<file path="src/rtl/regfile_pkg.sv">
// Shared constants and types for the register-file write-back arbiter.
// The optional output register is selected with the REGFILE_WB_PIPE_EN macro.
package regfile_pkg;

    localparam int DATA_WIDTH     = 32;
    localparam int LOG2_REGISTERS = 5;
    localparam int NUM_REQ        = 4;
    localparam int LOG2_REQ       = 2;
    localparam int CNT_WIDTH      = 16;

    typedef logic [LOG2_REGISTERS-1:0] reg_addr_t;
    typedef logic [DATA_WIDTH-1:0]     reg_data_t;
    typedef logic [LOG2_REQ-1:0]       req_idx_t;

    // Index following idx in a ring of n requesters.
    function automatic int rr_next(input int idx, input int n);
        return (idx + 32'sd1 >= n) ? 32'sd0 : idx + 32'sd1;
    endfunction

endpackage

</file>
<file path="src/rtl/regfile_wb_arbiter_rr_arbiter.sv">
// Round-robin arbiter: picks the first valid requester at or after rr_ptr,
// and advances rr_ptr past the winner whenever a grant is issued.
module rr_arbiter
    import regfile_pkg::*;
#(
    parameter int N_REQ = NUM_REQ,
    parameter int IDX_W = LOG2_REQ
) (
    input  logic             clk,
    input  logic             rst,
    input  logic [N_REQ-1:0] req,
    output logic [N_REQ-1:0] gnt,
    output logic [IDX_W-1:0] gnt_idx,
    output logic             gnt_any
);

    logic [IDX_W-1:0] rr_ptr_q;
    logic [IDX_W-1:0] rr_ptr_d;
    logic [IDX_W-1:0] cand_s;
    logic [IDX_W-1:0] idx_s;
    logic             hit_s;
    logic             found_s;

    // Circular priority search; reset suppresses every grant in the same cycle.
    always_comb begin
        found_s = 1'b0;
        idx_s   = '0;
        cand_s  = '0;
        hit_s   = 1'b0;
        for (int k = 0; k < N_REQ; k++) begin
            cand_s  = IDX_W'((int'(rr_ptr_q) + k) % N_REQ);
            hit_s   = !found_s && req[cand_s];
            idx_s   = hit_s ? cand_s : idx_s;
            found_s = found_s | hit_s;
        end
        gnt_any      = found_s & ~rst;
        gnt          = '0;
        gnt[idx_s]   = gnt_any;
        gnt_idx      = gnt_any ? idx_s : '0;
        rr_ptr_d     = gnt_any ? IDX_W'(rr_next(int'(idx_s), N_REQ)) : rr_ptr_q;
    end

    // Round-robin pointer register.
    always_ff @(posedge clk) begin
        if (rst) begin
            rr_ptr_q <= '0;
        end else begin
            rr_ptr_q <= rr_ptr_d;
        end
    end

endmodule

</file>
<file path="src/rtl/regfile_wb_arbiter.sv">
// Shares the register-file write port among NUM_REQ write-back sources.
// Define REGFILE_WB_PIPE_EN to register addr_rd/data_rd/grant_valid/grant_id.
module regfile_wb_arbiter #(
    parameter int DATA_WIDTH     = regfile_pkg::DATA_WIDTH,
    parameter int LOG2_REGISTERS = regfile_pkg::LOG2_REGISTERS,
    parameter int NUM_REQ        = regfile_pkg::NUM_REQ,
    parameter int LOG2_REQ       = regfile_pkg::LOG2_REQ,
    parameter int CNT_WIDTH      = regfile_pkg::CNT_WIDTH
) (
    input  logic                               clk,
    input  logic                               rst,
    input  logic [NUM_REQ-1:0]                 req_valid,
    output logic [NUM_REQ-1:0]                 req_ready,
    input  logic [NUM_REQ*LOG2_REGISTERS-1:0]  req_addr,
    input  logic [NUM_REQ*DATA_WIDTH-1:0]      req_data,
    output logic [LOG2_REGISTERS-1:0]          addr_rd,
    output logic [DATA_WIDTH-1:0]              data_rd,
    output logic                               grant_valid,
    output logic [LOG2_REQ-1:0]                grant_id,
    output logic [CNT_WIDTH-1:0]               conflict_cnt
);

    logic [NUM_REQ-1:0]        gnt_s;
    logic [LOG2_REQ-1:0]       gnt_idx_s;
    logic                      gnt_any_s;
    logic [LOG2_REGISTERS-1:0] wr_addr_s;
    logic [DATA_WIDTH-1:0]     wr_data_s;
    logic [LOG2_REQ:0]         pop_s;
    logic [CNT_WIDTH-1:0]      conflict_cnt_q;
    logic [CNT_WIDTH-1:0]      conflict_cnt_d;

    rr_arbiter #(
        .N_REQ (NUM_REQ),
        .IDX_W (LOG2_REQ)
    ) u_rr_arbiter (
        .clk     (clk),
        .rst     (rst),
        .req     (req_valid),
        .gnt     (gnt_s),
        .gnt_idx (gnt_idx_s),
        .gnt_any (gnt_any_s)
    );

    assign req_ready = gnt_s;

    // Winner's address/data onto the write port; idle drives x0 so the write is discarded.
    always_comb begin
        wr_addr_s = '0;
        wr_data_s = '0;
        if (gnt_any_s) begin
            wr_addr_s = req_addr[int'(gnt_idx_s)*LOG2_REGISTERS +: LOG2_REGISTERS];
            wr_data_s = req_data[int'(gnt_idx_s)*DATA_WIDTH +: DATA_WIDTH];
        end else begin
            wr_addr_s = '0;
            wr_data_s = '0;
        end
    end

    // Saturating count of cycles with two or more requesters competing.
    always_comb begin
        pop_s = '0;
        for (int i = 0; i < NUM_REQ; i++) begin
            pop_s = pop_s + (LOG2_REQ+1)'(req_valid[i]);
        end
        conflict_cnt_d = ((pop_s >= (LOG2_REQ+1)'(2)) && (conflict_cnt_q != {CNT_WIDTH{1'b1}}))
                       ? conflict_cnt_q + CNT_WIDTH'(1) : conflict_cnt_q;
    end

    // Conflict statistics register.
    always_ff @(posedge clk) begin
        if (rst) begin
            conflict_cnt_q <= '0;
        end else begin
            conflict_cnt_q <= conflict_cnt_d;
        end
    end

    assign conflict_cnt = conflict_cnt_q;

`ifdef REGFILE_WB_PIPE_EN
    logic [LOG2_REGISTERS-1:0] addr_rd_q;
    logic [LOG2_REGISTERS-1:0] addr_rd_d;
    logic [DATA_WIDTH-1:0]     data_rd_q;
    logic [DATA_WIDTH-1:0]     data_rd_d;
    logic                      grant_valid_q;
    logic                      grant_valid_d;
    logic [LOG2_REQ-1:0]       grant_id_q;
    logic [LOG2_REQ-1:0]       grant_id_d;

    // Next write-port contents come straight from the grant mux.
    always_comb begin
        addr_rd_d     = wr_addr_s;
        data_rd_d     = wr_data_s;
        grant_valid_d = gnt_any_s;
        grant_id_d    = gnt_idx_s;
    end

    // One-cycle write-port register.
    always_ff @(posedge clk) begin
        if (rst) begin
            addr_rd_q     <= '0;
            data_rd_q     <= '0;
            grant_valid_q <= 1'b0;
            grant_id_q    <= '0;
        end else begin
            addr_rd_q     <= addr_rd_d;
            data_rd_q     <= data_rd_d;
            grant_valid_q <= grant_valid_d;
            grant_id_q    <= grant_id_d;
        end
    end

    assign addr_rd     = addr_rd_q;
    assign data_rd     = data_rd_q;
    assign grant_valid = grant_valid_q;
    assign grant_id    = grant_id_q;
`else
    assign addr_rd     = wr_addr_s;
    assign data_rd     = wr_data_s;
    assign grant_valid = gnt_any_s;
    assign grant_id    = gnt_idx_s;
`endif

endmodule

</file>
<file path="config.mk">
export PLATFORM = sky130hd
export DESIGN_NAME = regfile_wb_arbiter
export DESIGN_NICKNAME = d
export VERILOG_FILES = /design/src/rtl/regfile_pkg.sv /design/src/rtl/regfile_wb_arbiter_rr_arbiter.sv /design/src/rtl/regfile_wb_arbiter.sv
export SDC_FILE = /design/constraint.sdc
export NUM_CORES = 1
export LEC_CHECK = 0
export ABC_AREA = 1
export CELL_PAD_IN_SITES_DETAIL_PLACEMENT = 0
export CELL_PAD_IN_SITES_GLOBAL_PLACEMENT = 2
export CORE_MARGIN = 4
export CORE_UTILIZATION = 18
export CTS_CLUSTER_SIZE = 8
export DETAILED_ROUTE_END_ITERATION = 8
export GPL_TIMING_DRIVEN = 1
export PLACE_DENSITY = 0.95
export REMOVE_ABC_BUFFERS = 1
export SLEW_MARGIN = 20
export SYNTH_ARGS = -nofsm -noshare
export SYNTH_HDL_FRONTEND = slang
export SYNTH_SLANG_ARGS = --single-unit
</file>
<file path="constraint.sdc">
create_clock -name clk -period 4.42 [get_ports clk]
set_clock_uncertainty 0.2 [all_clocks]
set_input_delay 0.884 -clock clk [delete_from_list [all_inputs] [get_ports clk]]
set_output_delay 0.884 -clock clk [all_outputs]
set_load 0.01 [all_outputs]
</file>
==> metrics.md <==
| Metric | Value |
|---|---|
| Synth cell types | 30 |
| Critical path's top delay family | buffers and inverters |
| Hpwl dp | around 12 mm |
| Final period util | 96.3% |
| Largest net degree at the start of global routing | 33 |
| RSZ-0062 raised after global routing | no |
| Nets | roughly 1,000 |
| Core ar. | 18,300 um2 |
| CP Class | primary input to output pin |
| Peak supply drop | around 160 uV |
| N_diodes | 0 |
| Crit path time final | 4.26 ns |
| DRT Pass-1 Iters | 7 |
| Yosys reg bits | 18 |
| Initial antenna violation count | 0 |
| Share of synthesized registers carrying an async set or reset | 0% |
| Clk sinks | 18 |
| Worst Path Buf+Inv | 5 |
| Die H | about 150 um |
| Worst-path fanout max | 10 |
| Number of enable flip-flop cells after synthesis | 0 |
| Yosys top cell by area | nand2_1 |
| Mean Syn Cell Area | 5.23 um2 |
| Slowest stage cell, crit path | clkdlybuf4s50_1 |
| Final slew viol count | 0 |
| Largest stage delay on the critical path | 0.54 ns |
| Mux cell area share after synthesis | 0% |
| Pwr Density | 477 nW/um2 |
| Root Driver | clkbuf_16 |
| Total gr overflow | 0 |
| # DRC | 0 |
| Max Fclk | ~230 MHz |
| Routed WL per cell | 13.0 um |
| Register area share after synthesis | 10.6% |
| Die W | about 150 um |
| Max cap viols | 0 |
| Worst relative slew slack | ~67% |
| Total track usage | 13.0% |
| # rows | between 40 and 50 |
| Yosys top cell area share | 22.7% |
| Die area | roughly 21,000 um2 |
| First-pass GRT wire length | 22.8 mm |
| Maximum buffer depth of the clock tree | 2 |
| Fillers | approximately 2,000 |
| Initial DRC Count | 147 |
| Detailed-route via count | 4,421 |
| Worst-skew pair later-pin latency | 0.25 ns |
| Worst-margin pin slew | 0.499 ns |
| Synthesized cell area | 3400 um2 |
| Compound-cell area share of the yosys netlist | 11.7% |
| Initial Util | a little under a fifth |
| Top cells by area, synth | nand2_1 23%, inv_1 20%, dfxtp_1 11%, nand3_1 9.7%, nand3_2 6.8% |
| Synth Area in XOR/XNOR | under 10% |
| Setup TNS | 0 ns |
| Clk slew on worst S/H paths | ~0.050 ns |
| Routed WL | 14.4 mm |
| Synthesized instance count | 650 |
| CP cell instances | clkdlybuf4s50_1 -> inv_1 -> nand2_1 -> nand3_2 -> nand2_2 -> nor2_4 -> nand3_1 -> nand3_2 -> nand2_2 -> nor2_4 -> buf_12 -> buf_12 -> clkdlybuf4s50_1 |
| Final Hold Fails | 0 |
| Layout cell share with drive strength beyond 1 | 12.4% |
| Post-route ant nets | 0 |
| Critical path capture point type | output pin |
| Port Buf Inserts | between 200 and 250 |
| Largest family of logic cells by synthesized area | simple AND/OR/NAND/NOR gates |
| P_leak | 3.40 nW |
| Status | finished clean |
| Placer Congestion | 0.835 |
| Setup crit start kind | primary input |
| Number of CTS-inserted buffers | 3 |
| Simple-gate portion of the synthesized area | 47.1% |
| Syn-to-layout area delta | 82.4% |
| I/O pins | 214 |
| WP data required | 3.34 ns |
| Primary FF master, synth | dfxtp_1 |
| Number of global-route vias before repair | 4,336 |
| Final-report setup violation count | 0 |
| Placed inst area | 6060 um2 |
| Adder-cell share of the synthesized area | 2.43% |
| Fin area | 6200 um2 |
| Via density | 3.99 |
| Critical path data arrival time | 3.17 ns |
| CTS tree | done |
| H-tree depth | 1 |
| Hold Crit Class | register to register |
| Ys Warns | 0 |
placed cells by master, fill, tap and decap left out:
| master | instances |
|---|---|
| a21oi_2 | 20 |
| nand2_1 | 204 |
| nand3_2 | 23 |
| nor2_4 | 3 |
| nor3_1 | 7 |
| ha_1 | 5 |
| inv_2 | 4 |
| clkdlybuf4s50_1 | 172 |
| dfxtp_1 | 18 |
| nand2_2 | 7 |
| buf_4 | 30 |
| o21ai_0 | 14 |
| inv_1 | 183 |
| nor3b_1 | 2 |
| clkbuf_8 | 1 |
| nand3_4 | 2 |
| nand2_4 | 2 |
| clkinv_1 | 2 |
| buf_12 | 11 |
| buf_8 | 1 |
| nor2_1 | 15 |
| o211ai_1 | 1 |
| xnor2_1 | 2 |
| a21oi_1 | 29 |
| nand3_1 | 66 |
| dlygate4sd2_1 | 19 |
| clkbuf_16 | 3 |
| fa_1 | 1 |
| dlymetal6s2s_1 | 21 |
| xor2_1 | 2 |
| clkdlybuf4s15_1 | 1 |
| nand4_1 | 5 |
| nor4_1 | 1 |
| nor2_2 | 2 |
cell usage after synthesis, drive strengths merged, types with 2 or more instances:
library cell,instances
nand2,213
a21oi,49
clkinv,2
dfxtp,18
xor2,2
nand4,5
xnor2,2
ha,5
nor3,7
nor2,20
buf,22
nand3,91
nor3b,2
inv,187
clkbuf,8
o21ai,14
through the flow:
| step | std cells | power, mW | hold slack (ns) | worst slack, ns | utilization (%) |
|---|---|---|---|---|---|
| after floorplan | 620 | 1.47 | 0.296 | -0.572 | - |
| after global placement | 1104 | 2.89 | 0.291 | -0.0319 | 33.2 |
| after detailed placement | 1104 | 2.88 | 0.293 | -0.0558 | 33.2 |
| after CTS | 1108 | 3.03 | 0.301 | -0.0211 | 33.5 |
| after global routing | 1108 | 3.26 | 0.319 | 0.00102 | 33.9 |
| final | 1108 | 2.96 | 0.294 | 0.164 | 33.9 |
report_power, final:
group | switching [mW] | leakage (nW) | internal, mW
registers | 0.0206 | 0.146 | 0.174
clock network | 0.0660 | 0.0442 | 0.138
logic | 1.38 | 3.21 | 1.17
tightest hold or removal path, stage by stage (launching register included):
cell     delay [ns]
dfxtp_1        0.33
inv_1          0.06
a21oi_1        0.05
final timing paths:
kind	startpoint	endpoint	slack, ns	cells after the start
setup reg to reg	u_rr_arbiter.rr_ptr_q[0]$_SDFFE_PP0P_	u_rr_arbiter.rr_ptr_q[1]$_SDFFE_PP0P_	1.96	13
hold / removal	conflict_cnt[4]$_SDFFE_PP0P_	conflict_cnt[4]$_SDFFE_PP0P_	0.29	2
hold reg to reg	conflict_cnt[4]$_SDFFE_PP0P_	conflict_cnt[4]$_SDFFE_PP0P_	0.29	2
setup / recovery	req_valid[3]	grant_id[1]	0.16	13
metal layers:
metal	vias up	GRT usage (%)	part of all wire, %
met5	-	0	0
met4	0	1.61	0.95
met3	10	2.62	5.8
met2	131	23.8	50
met1	1904	16.2	43
li1	2376	-	-
registers in the layout, indices dropped and copies added (netlist names):
signal	count
conflict_cnt	16
u_rr_arbiter.rr_ptr_q	2
cells by family after synthesis:
group,count (synthesis)
AO/OA/AOI/OAI,64
XOR/XNOR,4
adder cells (fa/ha/maj),6
buffers and inverters,219
flip-flops,18
AND/OR/NAND/NOR,339
final cells by class:
cell class,count,area [um2],share of cell area [%]
clock buffer,4,88.8,1.43
inverter,189,709,11.4
multi-input combinational,413,2130,34.4
sequential,18,360,5.81
tap,229,287,4.62
timing repair buffer,255,2620,42.3
what timing repair did:
item / in CTS / in global routing
hold buffers: 0 / 0
setup endpoints to repair: 21 / 21
hold endpoints to repair: 0 / 0
pin swaps: 0 / 1
setup buffers: 0 / 0
gates resized for setup: 20 / 27
No activity file was read; power rests on OpenSTA's default activity.
